$ cat src/rtl/mux_arb.sv
// Round-robin arbiter for two requesters in front of the shared 2:1 mux, with a registered output.
// Optional saturating grant counters are built when MUX_ARB_STATS_EN is defined.
module mux_arb #(
    parameter int unsigned WIDTH = 32,
    parameter int unsigned CNT_W = 16
) (
    input  logic             clk,
    input  logic             rst,
    input  logic             a_valid,
    input  logic [WIDTH-1:0] a_data,
    output logic             a_ready,
    input  logic             b_valid,
    input  logic [WIDTH-1:0] b_data,
    output logic             b_ready,
    output logic             y_valid,
    output logic [WIDTH-1:0] y_data,
    input  logic             y_ready,
    output logic             sel,
    output logic [CNT_W-1:0] cnt_a,
    output logic [CNT_W-1:0] cnt_b
);

    typedef enum logic {
        EMPTY = 1'b0,
        FULL  = 1'b1
    } state_t;

    state_t           state_q, state_d;
    logic [WIDTH-1:0] y_data_q, y_data_d;
    logic             sel_q, sel_d;
    // last_q = 1 when A held the most recent grant
    logic             last_q, last_d;
    logic             load_c;
    logic             grant_a_c, grant_b_c;

    always_ff @(posedge clk or posedge rst) begin
        if (rst) begin
            state_q  <= EMPTY;
            y_data_q <= '0;
            sel_q    <= 1'b0;
            last_q   <= 1'b0;
        end else begin
            state_q  <= state_d;
            y_data_q <= y_data_d;
            sel_q    <= sel_d;
            last_q   <= last_d;
        end
    end

    // Grant, next-state and datapath select
    always_comb begin
        state_d   = state_q;
        y_data_d  = y_data_q;
        sel_d     = sel_q;
        last_d    = last_q;
        grant_a_c = 1'b0;
        grant_b_c = 1'b0;
        load_c    = (state_q == EMPTY) || y_ready;

        if (load_c) begin
            if (a_valid && b_valid) begin
                grant_a_c = !last_q;
                grant_b_c = last_q;
            end else begin
                grant_a_c = a_valid;
                grant_b_c = b_valid;
            end

            if (grant_a_c) begin
                state_d  = FULL;
                y_data_d = a_data;
                sel_d    = 1'b1;
                last_d   = 1'b1;
            end else if (grant_b_c) begin
                state_d  = FULL;
                y_data_d = b_data;
                sel_d    = 1'b0;
                last_d   = 1'b0;
            end else begin
                state_d  = EMPTY;
            end
        end
    end

    assign a_ready = grant_a_c;
    assign b_ready = grant_b_c;
    assign y_valid = (state_q == FULL);
    assign y_data  = y_data_q;
    assign sel     = sel_q;

`ifdef MUX_ARB_STATS_EN
    logic [CNT_W-1:0] cnt_a_q, cnt_a_d;
    logic [CNT_W-1:0] cnt_b_q, cnt_b_d;

    always_ff @(posedge clk or posedge rst) begin
        if (rst) begin
            cnt_a_q <= '0;
            cnt_b_q <= '0;
        end else begin
            cnt_a_q <= cnt_a_d;
            cnt_b_q <= cnt_b_d;
        end
    end

    // Saturating grant counters
    always_comb begin
        cnt_a_d = cnt_a_q;
        cnt_b_d = cnt_b_q;
        if (grant_a_c && (cnt_a_q != '1)) cnt_a_d = cnt_a_q + CNT_W'(1);
        if (grant_b_c && (cnt_b_q != '1)) cnt_b_d = cnt_b_q + CNT_W'(1);
    end

    assign cnt_a = cnt_a_q;
    assign cnt_b = cnt_b_q;
`else
    assign cnt_a = '0;
    assign cnt_b = '0;
`endif

endmodule

$ cat config.mk
export PLATFORM = sky130hd
export DESIGN_NAME = mux_arb
export DESIGN_NICKNAME = d
export VERILOG_FILES = /design/src/rtl/mux_arb.sv
export SDC_FILE = /design/constraint.sdc
export NUM_CORES = 1
export LEC_CHECK = 0
export CORE_ASPECT_RATIO = 0.5
export CORE_MARGIN = 2
export CORE_UTILIZATION = 36
export CTS_BUF_LIST = sky130_fd_sc_hd__clkbuf_4
export DETAILED_ROUTE_END_ITERATION = 7
export PLACE_DENSITY = 0.83
export SYNTH_ARGS = -nofsm -noshare
export SYNTH_HDL_FRONTEND = slang
export SYNTH_SLANG_ARGS = --single-unit
export TNS_END_PERCENT = 30
$ cat constraint.sdc
create_clock -name clk -period 1.6 [get_ports clk]
set_clock_uncertainty 0.1 [all_clocks]
set_input_delay 0.24 -clock clk [delete_from_list [all_inputs] [get_ports clk]]
set_output_delay 0.24 -clock clk [all_outputs]
set_load 0.01 [all_outputs]
==> summary.md <==
| Metric | Value |
|---|---|
| Die width | 108.0 um |
| R2r worst-path depth | 5 |
| Startpoint types | primary input |
| Cells after synthesis | 225 |
| Outcome | complete, but fails checks |
| Routed WL per cell | 15.92 um |
| GP Congestion | 0.7588 |
| # IOs | 137 |
| Hold Slack | 0.1169 ns |
| RSZ-0062 raised after global routing | yes |
| Tot Pwr | 2.547 mW |
| First-pass GRT wire length | 9080 um |
| Reg-to-reg slack, setup | 0.03 ns |
| Num CTS Buffers | 5 |
| Overflow after GRT | 0 |
| Root Buffer | clkbuf_4 |
| TritonRoute pass-1 iters | 4 |
| Pwr/cell area | 826.5 nW/um^2 |
| Initial DRC Count | 112 |
| Top FF cell, synth | dfrtp_1 |
| GRT Overall Usage | 19.01% |
| Sequential area share after synthesis | 43.73% |
| Syn avg cell area | 8.647 sq um |
| Leading area contributor after synthesis | dfrtp_1 |
| Post-DP Area | 2899 sq um |
| Area delta synth->final | 58.39% |
| Critical-path top delay cell | clkdlybuf4s50_1 |
| P_leak | 1.486 nW |
| Row count | 18 |
| Fmax | 0.5925 GHz |
| Failing checks | negative setup slack |
| Nets | 399 |
| Flops & latches, synth | 34 |
| Drt drc | 0 |
| Final setup margin | -0.08775 ns |
| Core area | 5067 sq um |
| Path category of the worst min-delay check | in2async |
| Data required, critical path | 1.26 ns |
| Crit path buffers/inverters | 2 |
| Initial antenna violation count | 0 |
| Die Y | 55.99 um |
| Peak VDD IR | 0.3930 mV |
| Ranking of synthesized cells by area | dfrtp_1 44%, buf_4 12%, nand2_1 12%, a21oi_1 8.5%, a31oi_1 7.4% |
| Max-Cap Viols | 0 |
| Number of port buffers | 104 |
| DRT Wirelength | 6385 um |
| Synth top cells by count | 64 x nand2_1, 34 x dfrtp_1, 33 x a21oi_1, 32 x buf_4, 23 x a31oi_1 |
| CP max FO | 4 |
| Starting Density | 38.40% |
| Critical R2R Launch | last_q |
| Most common cell in the synthesized netlist | nand2_1 |
| Crit path max-delay family | buffers and inverters |
| Count of cell types in the netlist | 18 |
| Fin. Hold Viols | 0 |
| Clk Latency, worst-skew pair | 0.33 ns |
| Clk slew on worst S/H paths | 0.10 ns |
| CTS hold repair buffers | 0 |
| Post-synth top area share | 43.73% |
| Post-route ant nets | 0 |
| TritonCTS clock tree | yes |
| Crit-path cells | clkdlybuf4s50_1 > or2_1 > and3_4 > buf_6 |
| Post-Syn Area | 1946 sq um |
| Synth async-reset ratio | 100.0% |
| Pre-CTS setup slack | -0.5395 ns |
| Detailed placement HPWL | 4361 um |
| CP arrival | 1.35 ns |
| CP peak stage delay | 0.50 ns |
| Clk sink count | 34 |
| Die area | 6044 sq um |
| Largest net degree at the start of global routing | 36 |
| Post-DR vias/cell | 5.025 |
| Number of enable flip-flop cells after synthesis | 0 |
| Fin crit period | 1.688 ns |
| Worst r2r dst | y_data[21] |
| Layout cell share with drive strength beyond 1 | 11.18% |
| Critical path class | in2out |
| Fin. max-slew vios | 0 |
| Crit path capture type | output pin |
| Finished Cell Area | 3082 sq um |
| H-tree levels | 2 |
| Vias in the first global route | 1,872 |
| Max clock buf depth | 2 |
| DR vias | 2,015 |
| Period utilisation layout | 105.5% |
| Setup-failing EPs final | 2 |
| Origin of the worst setup path | b_valid |
| Synth Warn # | 0 |
| Diodes inserted | 0 |
==> worst register-to-register path, cell delays in order, from the launching register on <==
cell	delay (ns)
dfrtp_1	0.42
buf_4	0.15
a21boi_2	0.15
buf_4	0.34
nand2_1	0.13
a31oi_1	0.22
==> report_power, final <==
part	total (mW)	leakage (nW)	internal, mW	switching (mW)
Combinational	1.00	1.07	0.524	0.479
Clock	0.465	0.0331	0.182	0.283
Sequential	1.08	0.381	0.999	0.0794
==> through the flow <==
step | TNS, ns | util, % | instances
final | -0.1287 | 60.81 | 401
after global routing | -0.8302 | 60.81 | 401
after detailed placement | -17.14 | 57.21 | 387
after global placement | -14.94 | 57.21 | 387
after CTS | -0.6588 | 58.64 | 398
after floorplan | 0 | - | 256
==> kinds of logic (layout without fill, tap and decap cells) <==
family / after synthesis / after routing / share of synthesized area [%]
compound gates: 68 / 68 / 23.41
buf+inv: 52 / 124 / 18.26
flops: 34 / 34 / 43.73
other cells: 1 / 32 / 0.1927
simple gates: 70 / 73 / 14.41
==> placed cells by master (no fill, tap or decap), drive strengths merged <==
cell type,netlist,routed
a21bo,1,1
a21boi,1,1
a21oi,33,33
a31oi,33,33
and2,2,5
and3,1,1
buf,39,13
clkbuf,12,6
clkdlybuf4s15,0,1
clkdlybuf4s50,0,69
clkinv,0,2
conb,1,32
dfrtp,34,34
dlygate4sd2,0,4
dlymetal6s2s,0,28
inv,1,1
nand2,64,64
nand2b,2,2
or2,1,1
==> area by class of cell <==
class,count,area (sq um)
fillers,411,1986
repair buffers,115,1192
multi-input cells,173,893.4
flip-flops and latches,34,850.8
well taps,70,87.58
clock buffers,6,45.04
clock inverters,2,8.758
inverters,1,3.754
==> flip-flops by register name, indices dropped and copies added, names as in the netlist <==
register / count
last_q: 1
y_data: 32
y_valid: 1
==> how the worst max path moves through the flow <==
stage                 endpoint  slack (ns)  cells past startpoint
floorplan              b_ready        0.05                      4
global placement    y_data[26]       -0.45                      5
detailed placement  y_data[14]       -0.54                      5
CTS                    b_ready       -0.07                      4
global route           a_ready       -0.12                      4
finish                 b_ready       -0.09                      4
==> what timing repair did <==
item / in CTS / in global routing
hold endpoints to repair: 0 / 0
buffers inserted: 2 / 1
pin swaps: 3 / 1
cloned: 1 / 2
resized for setup: 16 / 34
endpoints found under the setup margin: 39 / 62
==> routing by layer <==
metal	vias to the layer above	global-route usage, %	routed length, um
li1	910	-	-
met1	1008	21.87	2491
met2	79	35.13	3394
met3	18	3.864	343
met4	0	6.593	155
met5	-	0	0
No activity file was read; power rests on OpenSTA's default activity.
